## src/rtl/sdram_cpu_port.sv

```systemverilog
`timescale 1ns/1ps
`default_nettype none
// ============================================================================
//  Module      : sdram_cpu_port
//  Description : Bridge between an 8-bit CPU bus and one 16-bit toggle-
//                handshake port of the dual-port SDRAM controller. It posts
//                one write, queues one more access behind it, and keeps a
//                one-word write-through read cache.
//  Revision    : 1.0  initial release
// ----------------------------------------------------------------------------
//  Ports
//    clk        system / SDRAM clock, rising edge
//    reset      synchronous active-high reset
//    cpu_rd     one-cycle read strobe (ignored while cpu_busy)
//    cpu_wr     one-cycle write strobe (ignored while cpu_busy)
//    cpu_a      byte address, sampled with the strobe
//    cpu_din    write byte, sampled with the strobe
//    cpu_dout   read byte, held until the next read completes
//    cpu_busy   1 = strobes are ignored
//    cache_inv  pulse: drop the cached word
//    port_req   toggle request to the controller
//    port_ack   controller acknowledge (done when port_ack == port_req)
//    port_we    1 = write
//    port_a     word address
//    port_ds    byte enables, [1] upper / [0] lower
//    port_d     write data
//    port_q     read data, valid on the ack cycle
// ============================================================================
module sdram_cpu_port #(
    parameter int ADDR_W   = 24,
    parameter bit CACHE_EN = 1'b1
) (
    input  logic              clk,
    input  logic              reset,
    input  logic              cpu_rd,
    input  logic              cpu_wr,
    input  logic [ADDR_W-1:0] cpu_a,
    input  logic [7:0]        cpu_din,
    output logic [7:0]        cpu_dout,
    output logic              cpu_busy,
    input  logic              cache_inv,
    output logic              port_req,
    input  logic              port_ack,
    output logic              port_we,
    output logic [ADDR_W-2:0] port_a,
    output logic [1:0]        port_ds,
    output logic [15:0]       port_d,
    input  logic [15:0]       port_q
);

    typedef enum logic [1:0] {
        S_DRAIN   = 2'd0,
        S_IDLE    = 2'd1,
        S_WR_WAIT = 2'd2,
        S_RD_WAIT = 2'd3
    } state_t;

    state_t              r_state;
    logic                r_req;
    logic                r_we;
    logic [ADDR_W-2:0]   r_a;
    logic [1:0]          r_ds;
    logic [15:0]         r_d;
    logic [7:0]          r_dout;
    logic                r_busy;
    logic                r_cvalid;
    logic [ADDR_W-2:0]   r_ctag;
    logic [15:0]         r_cdata;
    logic                r_pv;
    logic                r_pwe;
    logic [ADDR_W-1:0]   r_pa;
    logic [7:0]          r_pdin;

    logic                w_ack_eq;
    logic                w_rd;
    logic                w_wr;
    logic                w_tag_match;
    logic                w_hit;
    logic                w_cpu_req;
    logic [7:0]          w_cache_byte;
    logic                w_issue;
    logic                w_iss_we;
    logic [ADDR_W-1:0]   w_iss_a;
    logic [7:0]          w_iss_din;

    assign w_ack_eq     = (port_ack == r_req);
    assign w_rd         = cpu_rd & ~r_busy;
    assign w_wr         = cpu_wr & ~r_busy;
    assign w_tag_match  = r_cvalid && (r_ctag == cpu_a[ADDR_W-1:1]);
    // An invalidate arriving with the read makes it a miss.
    assign w_hit        = CACHE_EN && w_rd && w_tag_match && !cache_inv;
    assign w_cpu_req    = (w_rd && !w_hit) || w_wr;
    assign w_cache_byte = cpu_a[0] ? r_cdata[15:8] : r_cdata[7:0];

    // Selects what (if anything) goes onto the port this edge: the fresh CPU
    // access from IDLE, or on a write ack either the pending access or a
    // strobe arriving on that same edge.
    always_comb begin
        w_issue   = 1'b0;
        w_iss_we  = 1'b0;
        w_iss_a   = cpu_a;
        w_iss_din = cpu_din;
        case (r_state)
            S_IDLE: begin
                if (w_cpu_req) begin
                    w_issue  = 1'b1;
                    w_iss_we = w_wr;
                end
            end
            S_WR_WAIT: begin
                if (w_ack_eq) begin
                    if (r_pv) begin
                        w_issue   = 1'b1;
                        w_iss_we  = r_pwe;
                        w_iss_a   = r_pa;
                        w_iss_din = r_pdin;
                    end else if (w_cpu_req) begin
                        w_issue  = 1'b1;
                        w_iss_we = w_wr;
                    end
                end
            end
            default: begin
                w_issue = 1'b0;
            end
        endcase
    end

    // port_req and the request fields are left out of reset on purpose: a
    // transaction in flight across reset must stay stable and must not see
    // a spurious toggle.
    always_ff @(posedge clk) begin
        if (reset) begin
            r_state  <= S_DRAIN;
            r_busy   <= 1'b1;
            r_dout   <= 8'hFF;
            r_cvalid <= 1'b0;
            r_pv     <= 1'b0;
        end else begin
            if (w_issue) begin
                r_req <= ~r_req;
                r_we  <= w_iss_we;
                r_a   <= w_iss_a[ADDR_W-1:1];
                r_ds  <= w_iss_a[0] ? 2'b10 : 2'b01;
                r_d   <= {w_iss_din, w_iss_din};
            end

            if (w_hit) begin
                r_dout <= w_cache_byte;
            end

            // Write-through keeps the cached word equal to SDRAM.
            if (w_wr && w_tag_match) begin
                if (cpu_a[0]) begin
                    r_cdata[15:8] <= cpu_din;
                end else begin
                    r_cdata[7:0]  <= cpu_din;
                end
            end

            case (r_state)
                S_DRAIN: begin
                    if (w_ack_eq) begin
                        r_state <= S_IDLE;
                        r_busy  <= 1'b0;
                    end
                end
                S_IDLE: begin
                    if (w_issue) begin
                        r_state <= w_iss_we ? S_WR_WAIT : S_RD_WAIT;
                        r_busy  <= ~w_iss_we;
                    end
                end
                S_WR_WAIT: begin
                    if (w_ack_eq) begin
                        r_pv <= 1'b0;
                        if (w_issue) begin
                            r_state <= w_iss_we ? S_WR_WAIT : S_RD_WAIT;
                            r_busy  <= ~w_iss_we;
                        end else begin
                            r_state <= S_IDLE;
                        end
                    end else if (w_cpu_req) begin
                        r_pv   <= 1'b1;
                        r_pwe  <= w_wr;
                        r_pa   <= cpu_a;
                        r_pdin <= cpu_din;
                        r_busy <= 1'b1;
                    end
                end
                S_RD_WAIT: begin
                    if (w_ack_eq) begin
                        r_ctag   <= r_a;
                        r_cdata  <= port_q;
                        r_cvalid <= CACHE_EN;
                        r_dout   <= r_ds[1] ? port_q[15:8] : port_q[7:0];
                        r_busy   <= 1'b0;
                        r_state  <= S_IDLE;
                    end
                end
                default: begin
                    r_state <= S_DRAIN;
                end
            endcase

            // Invalidate wins over a same-edge fill.
            if (cache_inv) begin
                r_cvalid <= 1'b0;
            end
        end
    end

    assign cpu_dout = r_dout;
    assign cpu_busy = r_busy;
    assign port_req = r_req;
    assign port_we  = r_we;
    assign port_a   = r_a;
    assign port_ds  = r_ds;
    assign port_d   = r_d;

endmodule
`default_nettype wire

```

## config.mk

```make
export PLATFORM = sky130hd
export DESIGN_NAME = sdram_cpu_port
export DESIGN_NICKNAME = d
export VERILOG_FILES = /design/src/rtl/sdram_cpu_port.sv
export SDC_FILE = /design/constraint.sdc
export NUM_CORES = 1
export LEC_CHECK = 0
export ABC_AREA = 1
export CAP_MARGIN = 20
export CORE_MARGIN = 1.5
export CORE_UTILIZATION = 35
export CTS_CLUSTER_DIAMETER = 150
export DETAILED_ROUTE_END_ITERATION = 10
export PLACE_DENSITY_LB_ADDON = 0.08
export SLEW_MARGIN = 20
export SYNTH_ARGS = -nofsm -noshare
export SYNTH_HDL_FRONTEND = slang
export SYNTH_SLANG_ARGS = --single-unit
```

## constraint.sdc

```tcl
create_clock -name clk -period 4.8 [get_ports clk]
set_input_delay 0.72 -clock clk [delete_from_list [all_inputs] [get_ports clk]]
set_output_delay 0.72 -clock clk [all_outputs]
set_load 0.02 [all_outputs]
```

==> results of run 1 <==
metal layers:
layer | track usage [%] | routed length [microns] | up-vias
met5 | 0 | 0 | -
met4 | 7.01 | 261 | 0
met3 | 5.30 | 838 | 22
met2 | 25.5 | 5970 | 120
met1 | 21.8 | 6170 | 1927
li1 | - | - | 1995
area by class of cell:
| type | count | share of cell area, % |
|---|---|---|
| Clock inverter | 11 | 3.08 |
| Clock buffer | 20 | 5.94 |
| Multi-Input combinational cell | 310 | 21.3 |
| Inverter | 80 | 4.09 |
| Sequential cell | 120 | 47.3 |
| Timing Repair Buffer | 109 | 14.7 |
| Tap cell | 211 | 3.59 |
power by group through the flow:
| stage | Clock [mW] | Sequential [mW] | Combinational (mW) |
|---|---|---|---|
| after floorplan | 0 | 1.30 | 0.258 |
| after global placement | 0 | 1.27 | 0.448 |
| after detailed placement | 0 | 1.28 | 0.451 |
| after CTS | 1.48 | 1.26 | 0.455 |
| after global routing | 1.52 | 1.26 | 0.508 |
| final | 1.45 | 1.26 | 0.455 |
cells in the mapped netlist, drive strengths merged:
library cell,n
o21bai,8
nor2,55
nand2,105
or2,1
nor3,2
and3,1
mux2,13
inv,79
o21a,1
o211ai,1
ha,3
a22oi,1
clkinv,1
a21oi,55
buf,18
nand3,5
dfxtp,13
nand4,2
edfxtp,107
o21ai,57
clkbuf,5
cells in the final DEF, fill, tap and decap left out, types with 2 or more instances in the layout:
master	n
edfxtp_1	107
clkdlybuf4s50_1	105
nand2_1	104
inv_1	68
a21oi_1	51
nor2_1	48
o21ai_0	32
o21ai_1	25
clkbuf_16	17
mux2_2	13
dfxtp_1	13
inv_2	11
o21bai_1	8
bufinv_16	7
nor2_2	6
clkinv_1	4
a21oi_2	4
buf_4	4
nand3_1	3
ha_1	3
clkbuf_1	3
nand3_4	2
worst reg2reg max path, delay by kind of cell (launching register included):
| family | cells | cell delay, ns |
|---|---|---|
| AO/OA/AOI/OAI | 3 | 0.37 |
| AND/OR/NAND/NOR | 3 | 0.87 |
| flip-flops | 1 | 0.43 |
| buffers and inverters | 1 | 0.96 |
sequential cells by signal (all words and copies together) (netlist names):
name / cells
r_pdin: 8
r_pwe: 1
port_req: 1
r_ctag: 23
cpu_dout: 8
port_d: 8
cpu_busy: 1
r_state: 2
port_a: 23
r_cvalid: 1
r_pa: 24
port_ds: 2
port_we: 1
r_pv: 1
r_cdata: 16
stage by stage:
step                      cells  instance area [sq um]  hold slack [ns]  utilization, %
after global routing        861                   7350            0.458            48.2
after CTS                   861                   7350            0.448            48.2
after floorplan             533                   5490            0.441               -
after global placement      830                   6690            0.433            43.8
final                       861                   7350            0.446            48.2
after detailed placement    830                   6690            0.436            43.8
worst max-delay path by stage:
| stage | endpoint | slack, ns | cells past startpoint |
|---|---|---|---|
| floorplan | r_pa[0]$_DFFE_PP_ | 0.70 | 11 |
| CTS | r_cdata[1]$_DFFE_PN_ | 1.70 | 8 |
| global placement | r_cdata[3]$_DFFE_PN_ | 1.36 | 8 |
| global route | r_cdata[2]$_DFFE_PN_ | 1.51 | 8 |
| detailed placement | r_cdata[1]$_DFFE_PN_ | 1.27 | 8 |
| finish | r_cdata[1]$_DFFE_PN_ | 1.64 | 8 |
cell families after synthesis:
group           share of synthesized area, %
compound gates                          12.0
fa+ha+maj                              0.683
buf+inv                                 8.47
flops                                   63.2
mux                                     2.67
simple gates                            13.0
==> results by group, run 1 <==
Clock tree
  – Post_cts resized: 0
  – Postcts setup bufs: 0
  – Root Driver: clkbuf_16
  – Total CTS buffers: 17
  – Clock sinks: 120
  – H-tree depth: 4
  – Worst-path clk slew: 0.05 ns
  – Longest Clk Path Bufs: 2
  – CTS tree: done
  – Hold buffer count at cts: 0
  – Worst skew pair latency: 0.41 ns

Synthesis
  – Synth area leaders: edfxtp_1 (58%), nand2_1 (7.1%), dfxtp_1 (4.7%), a21oi_1 (4.6%), inv_1 (4.6%)
  – Synth Cell Area: 0.00549 sq mm
  – Seq/Total Area, Yosys: 63.2%
  – Yosys reg bits: 120
  – Synth unique cells: 31
  – Post-synthesis instance total: 533
  – Syn nets: 590
  – Mapped Avg Cell Area: 10.3 sq um
  – Synth top area share: 58.5%
  – Leading area contributor after synthesis: edfxtp_1
  – Yosys warns: 0

Drt
  – Vias per inst: 4.72
  – Drt total wl: 13,200 microns
  – Drc violations: 0
  – DRT iter0 DRCs: 225
  – ANT nets after route: 0
  – Drt pass-1 iters: 4
  – Via count: 4,064
  – WL/cell: 15.4 microns

Critical path
  – Worst Path Required: 4.93 ns
  – CP startpoint kind: input pin
  – Reg2Reg Depth: 7
  – Crit. End Element: register
  – Most frequent CP cell: nand2_1
  – CP peak stage delay: 0.95 ns
  – Worst Path Max Fanout: 33
  – Worst reg2reg setup slack: 1.89 ns
  – Setup CP Type: input pin to register
  – Crit-path leading delay family: buffers and inverters
  – R2R Path End: r_cdata[1]$_DFFE_PN_
  – Critical path startpoint: port_ack
  – Crit-path slowest cell: inv_1
  – Buf/Inv on CP: 2
  – Data arrival, critical path: 3.29 ns
  – Reg2reg start: port_req$_DFFE_PP_
  – Critical-path cell list: clkdlybuf4s50_1 -> or2_1 -> nand2_1 -> nand2_1 -> inv_1 -> a21oi_1 -> o21ai_1 -> o21ai_0

Power
  – PD cells: 430 mW/mm^2
  – Maximum vdd ir drop: 0.247 mV
  – Leak pwr: 2.93 nW
  – Sw frac: 23.4%
  – Internal Pwr Total: 2.42 mW
  – Share of power burned in registers: 39.7%
  – Tot Pwr: 3.16 mW
  – Comb pwr share: 14.4%
  – Clk pwr share: 45.9%
  – Sw Pwr: 0.739 mW

STA
  – Fmax achieved: 317 MHz
  – Worst Tran Pin Value: 1.07 ns
  – Layout Skew: 0.00727 ns
  – Pins Over Slew Limit: 0
  – Rel. slew slack: 28.4%
  – Setup TNS: 0 ns
  – Final setup viols: 0
  – RSZ-0062 raised after global routing: no
  – Tcrit/Tclk final: 65.8%
  – Final hold viol count: 0
  – Tmin final: 3.16 ns
  – PnR worst setup slack: 1.64 ns

Worst hold path
  – Min-Delay Endpoint: r_ctag[9]$_DFFE_PP_
  – Hold Crit Class: register to register
  – Hold Path Origin: port_a[9]$_DFFE_PP_
  – Hold depth: 0

Final layout
  – Layout Nets: 695
  – Filler cell count: 1,417
  – FF/Latch Area: 0.00347 sq mm
  – Area growth, synth to finish: 33.8%
  – Multi-input logic area: 0.00157 sq mm
  – Antenna Cells: 0
  – Layout cells sized above 1: 10.8%

Floorplan
  – # rows: 45
  – Initial Util: 36.0%
  – Die Width: 128 microns
  – Core ar.: 0.0153 sq mm
  – Die Footprint: 0.0165 sq mm
  – Die H: 128 microns
  – Io pins: 106

Placed design
  – Port bufs: 105
  – Routability cong.: 0.798
  – Detailed Place HPWL: 8800 microns
  – Setup WS pre-CTS: 1.27 ns

Run
  – Maxcap violations: 0

GRT
  – GR Overflow Total: 0
  – Largest net degree at the start of global routing: 52
  – Total GRT Usage: 16.6%
  – Initial antenna violation count: 0
  – Number of global-route vias before repair: 3,882
  – First-pass GRT wire length: 20,400 microns

Outcome
  – Outcome: complete, no violations
(Power assumes the default switching activity.)
==> run 2, diff against run 1 <==
==> constraint.sdc (replaced) <==
create_clock -name clk -period 2.6 [get_ports clk]
set_input_delay 0.39 -clock clk [delete_from_list [all_inputs] [get_ports clk]]
set_output_delay 0.39 -clock clk [all_outputs]
set_load 0.02 [all_outputs]
==> results by group, run 2 (same netlist as run 1, synthesis figures left out) <==
Drt
  – Vias per inst: 4.54
  – Via count: 4,015
  – Drc violations: 0
  – DRT iter0 DRCs: 220
  – ANT nets after route: 0
  – Drt total wl: 13,200 microns
  – WL/cell: 14.9 microns
  – Drt pass-1 iters: 5

Critical path
  – Critical-path cell list: clkdlybuf4s50_1 -> inv_1 -> nand2_1 -> nand2_1 -> nor2_1 -> nand2_1 -> nor2_2 -> buf_4 -> and3_4 -> nand3_4 -> o21ai_1 -> o21ai_0
  – Crit-path slowest cell: clkdlybuf4s50_1
  – CP peak stage delay: 0.50 ns
  – Setup CP Type: input pin to register
  – Crit-path leading delay family: simple AND/OR/NAND/NOR gates
  – Critical Path Stages: 12
  – Data arrival, critical path: 2.28 ns
  – R2R Path End: port_d[10]$_DFFE_PP_
  – Worst Path Required: 2.75 ns
  – Worst reg2reg setup slack: 0.57 ns
  – Buf/Inv on CP: 3
  – CP startpoint kind: input pin
  – Reg2Reg Depth: 9
  – Crit. End Element: register
  – Worst Path Max Fanout: 16
  – Most frequent CP cell: nand2_1
  – Reg2reg start: port_req$_DFFE_PP_

Outcome
  – Outcome: complete, no violations

GRT
  – Initial antenna violation count: 0
  – First-pass GRT wire length: 21,200 microns
  – Number of global-route vias before repair: 4,027
  – Total GRT Usage: 17.2%
  – GR Overflow Total: 0
  – Largest net degree at the start of global routing: 52

Placed design
  – Setup WS pre-CTS: 0.0286 ns
  – Detailed Place HPWL: 9140 microns
  – Port bufs: 105
  – Routability cong.: 0.808

Clock tree
  – Post_cts resized: 0
  – Total CTS buffers: 17
  – Worst skew pair latency: 0.41 ns
  – CTS tree: done
  – Root Driver: clkbuf_16
  – Longest Clk Path Bufs: 2
  – Worst-path clk slew: 0.05 ns
  – Clock sinks: 120
  – Hold buffer count at cts: 0
  – Postcts setup bufs: 0
  – H-tree depth: 4

Final layout
  – Commonest non-fill, non-tap cell in the layout: edfxtp_1
  – Layout Nets: 717
  – Max reg flops: 24
  – Antenna Cells: 0
  – Most frequent cells in the layout: edfxtp_1 (107), clkdlybuf4s50_1 (105), nand2_1 (104)
  – Area growth, synth to finish: 36.2%
  – Top reg by flops: r_pa
  – Layout cells sized above 1: 14.4%

STA
  – Final setup viols: 0
  – Tcrit/Tclk final: 81.8%
  – PnR worst setup slack: 0.474 ns
  – RSZ-0062 raised after global routing: no
  – Pins Over Slew Limit: 0
  – Rel. slew slack: 65.0%
  – Tmin final: 2.13 ns
  – Layout Skew: 0.00800 ns
  – Final hold viol count: 0
  – Fmax achieved: 470 MHz
  – Worst Tran Pin Value: 0.523 ns
  – Setup TNS: 0 ns

Worst hold path
  – Hold Path Origin: port_a[0]$_DFFE_PP_
  – Hold Crit Class: register to register
  – Hold depth: 0
  – Min-Delay Endpoint: r_ctag[0]$_DFFE_PP_

Power
  – Leak pwr: 3.00 nW
  – PD cells: 727 mW/mm^2
  – Maximum vdd ir drop: 0.443 mV

Run
  – Maxcap violations: 0

Floorplan
  – Die H: 128 microns
  – Die Width: 128 microns
  – Die Footprint: 0.0165 sq mm
  – Core ar.: 0.0153 sq mm
  – Initial Util: 36.0%
  – Io pins: 106
  – # rows: 45
[run 2: metal layers]
metal / up-vias / track usage [%] / wire length (microns)
met2: 104 / 27.3 / 6260
met3: 9 / 4.67 / 609
met1: 1867 / 22.9 / 6230
met4: 0 / 5.35 / 105
met5: - / 0 / 0
li1: 2035 / - / -
[run 2: area by class of cell]
| cell class | instances | area (sq um) |
|---|---|---|
| repair buffers | 131 | 1310 |
| multi-input cells | 310 | 1580 |
| clock inverters | 15 | 136 |
| clock buffers | 17 | 425 |
| inverters | 80 | 300 |
| flip-flops and latches | 120 | 3470 |
| fillers | 1405 | 7770 |
| well taps | 211 | 264 |
[run 2: through the flow]
stage | util [%] | hold WS (ns) | area (sq um) | power, mW | std cells
floorplan | - | 0.441 | 5510 | 2.87 | 533
global placement | 45.4 | 0.430 | 6920 | 3.24 | 852
detailed placement | 45.4 | 0.437 | 6920 | 3.25 | 852
CTS | 49.0 | 0.451 | 7480 | 5.50 | 884
global route | 49.0 | 0.459 | 7480 | 5.68 | 884
finish | 49.0 | 0.446 | 7480 | 5.44 | 884
[run 2: worst max path at each step]
stage / from / slack, ns / end
floorplan: port_req$_DFFE_PP_ / 0.22 / port_a[0]$_DFFE_PP_
CTS: cpu_a[20] / 0.47 / r_cdata[10]$_DFFE_PN_
finish: cpu_a[20] / 0.47 / r_cdata[0]$_DFFE_PN_
global route: cpu_a[8] / 0.26 / r_cdata[5]$_DFFE_PN_
detailed placement: cpu_a[20] / 0.03 / r_cdata[10]$_DFFE_PN_
global placement: cpu_a[11] / 0.08 / r_cdata[1]$_DFFE_PN_
[run 2: report_power, final]
group	total, mW	internal (mW)	leakage [nW]	switching [mW]
registers	2.31	2.25	1.08	0.0623
logic	0.893	0.387	1.65	0.506
clock network	2.23	1.39	0.269	0.842
total	5.44	4.03	3.00	1.41
==> run 3, diff against run 2 <==
==> constraint.sdc (replaced) <==
create_clock -name clk -period 1.9 [get_ports clk]
set_input_delay 0.285 -clock clk [delete_from_list [all_inputs] [get_ports clk]]
set_output_delay 0.285 -clock clk [all_outputs]
set_load 0.02 [all_outputs]
==> results by group, run 3 (same netlist as run 1, synthesis figures left out) <==
STA
  – Final setup viols: 29
  – Setup TNS: -0.669 ns
  – Tcrit/Tclk final: 102%
  – PnR worst setup slack: -0.0362 ns
  – Tmin final: 1.94 ns
  – Pins Over Slew Limit: 0
  – Worst Tran Pin Value: 0.433 ns
  – Final hold viol count: 0
  – Layout Skew: 0.00588 ns
  – Rel. slew slack: 71.1%
  – Fmax achieved: 516 MHz
  – RSZ-0062 raised after global routing: yes

Floorplan
  – Die Footprint: 0.0165 sq mm
  – Initial Util: 36.0%
  – Core ar.: 0.0153 sq mm
  – Die Width: 128 microns
  – # rows: 45
  – Die H: 128 microns
  – Io pins: 106

Clock tree
  – Worst skew pair latency: 0.41 ns
  – Clock sinks: 120
  – Root Driver: clkbuf_16
  – CTS tree: done
  – Hold buffer count at cts: 0
  – H-tree depth: 4
  – Worst-path clk slew: 0.05 ns
  – Longest Clk Path Bufs: 2
  – Total CTS buffers: 17

Drt
  – Drt pass-1 iters: 4
  – WL/cell: 14.9 microns
  – ANT nets after route: 0
  – DRT iter0 DRCs: 303
  – Vias per inst: 4.62
  – Drc violations: 0
  – Drt total wl: 13,800 microns
  – Via count: 4,283

Critical path
  – Buf/Inv on CP: 0
  – CP startpoint kind: register
  – Critical-path cell list: nand2_1 -> o21ai_1 -> nor2_1 -> nand2_1 -> nor2_2 -> and3_4 -> nand3_4 -> o21ai_1 -> o21ai_0
  – CP peak stage delay: 0.39 ns
  – Setup CP Type: register to register
  – Crit-path slowest cell: edfxtp_1
  – Crit-path leading delay family: simple AND/OR/NAND/NOR gates
  – Worst Path Required: 2.05 ns
  – Worst Path Max Fanout: 8
  – Data arrival, critical path: 2.08 ns
  – Crit. End Element: register

GRT
  – Total GRT Usage: 17.6%
  – Largest net degree at the start of global routing: 27
  – Initial antenna violation count: 0
  – Number of global-route vias before repair: 4,172
  – GR Overflow Total: 0
  – First-pass GRT wire length: 21,700 microns

Run
  – Maxcap violations: 0

Final layout
  – Layout Nets: 760
  – Final Cell Area: 0.00803 sq mm
  – Most frequent cells in the layout: edfxtp_1 (107), clkdlybuf4s50_1 (103), nand2_1 (98)
  – Antenna Cells: 0
  – Commonest non-fill, non-tap cell in the layout: edfxtp_1
  – Layout cells sized above 1: 23.6%
  – Max reg flops: 24
  – Area growth, synth to finish: 46.2%
  – Top reg by flops: r_pa
  – Post-layout util: 52.6%

Power
  – Leak pwr: 3.29 nW
  – PD cells: 996 mW/mm^2
  – Maximum vdd ir drop: 0.600 mV

Worst hold path
  – Hold Crit Class: input pin to register

Outcome
  – Outcome: finished with violations
  – Failing checks: setup timing

Placed design
  – Port bufs: 105
  – Routability cong.: 0.814
  – Placed cell area: 0.00719 sq mm
  – Setup WS pre-CTS: -0.511 ns
  – Detailed Place HPWL: 9490 microns
-- run 3: cell count changes in the layout (fill, tap and decap cells not counted), sizes merged, moves of 3 or more --
cell,delta
clkinv,-5
clkinvlp,-3
buf,+41
clkbuf,+6
-- run 3: per-layer routing --
metal / GRT usage [%] / wire length (microns)
met5: 0 / 0
met1: 22.7 / 6450
met2: 28.7 / 6660
met3: 4.88 / 617
met4: 5.62 / 67
-- run 3: area by class of cell --
cell class / count / area (sq um)
Clock inverter: 9 / 146
Fill cell: 1376 / 7230
Sequential cell: 120 / 3470
Clock buffer: 23 / 468
Timing Repair Buffer: 172 / 1640
Inverter: 80 / 300
Tap cell: 211 / 264
Multi-Input combinational cell: 312 / 1730
-- run 3: worst paths after layout --
path | from | to | slack [ns] | depth (start not counted)
worst max-delay path | r_ctag[15]$_DFFE_PP_ | r_cdata[3]$_DFFE_PN_ | -0.04 | 9
worst min-delay path | cpu_a[8] | r_pa[8]$_DFFE_PP_ | 0.23 | 2
worst max register to register | r_ctag[15]$_DFFE_PP_ | r_cdata[3]$_DFFE_PN_ | -0.04 | 9
worst min register to register | port_a[6]$_DFFE_PP_ | r_ctag[6]$_DFFE_PP_ | 0.45 | 0
-- run 3: repair_timing --
item / CTS / global route
buffers inserted: 4 / 3
resized for setup: 5 / 58
gates cloned: 2 / 2
pin swaps: 4 / 5
setup endpoints to repair: 84 / 102
-- run 3: worst register-to-register path, delay by kind of cell (launching register included) --
family | cells | cell delay [ns]
flip-flops | 1 | 0.39
AO/OA/AOI/OAI | 3 | 0.33
AND/OR/NAND/NOR | 6 | 0.96
-- run 3: power by group --
part           switching (mW)  internal (mW)
clock network            1.10           2.25
registers              0.0876           3.09
logic                   0.809          0.664
-- run 3: stage by stage --
step / hold slack [ns] / total power, mW / instances
2_1_floorplan: 0.384 / 3.96 / 533
3_3_place_gp: 0.433 / 4.55 / 885
3_5_place_dp: 0.442 / 4.57 / 885
4_1_cts: 0.358 / 7.97 / 923
5_1_grt: 0.240 / 8.36 / 927
6_report: 0.235 / 8.00 / 927
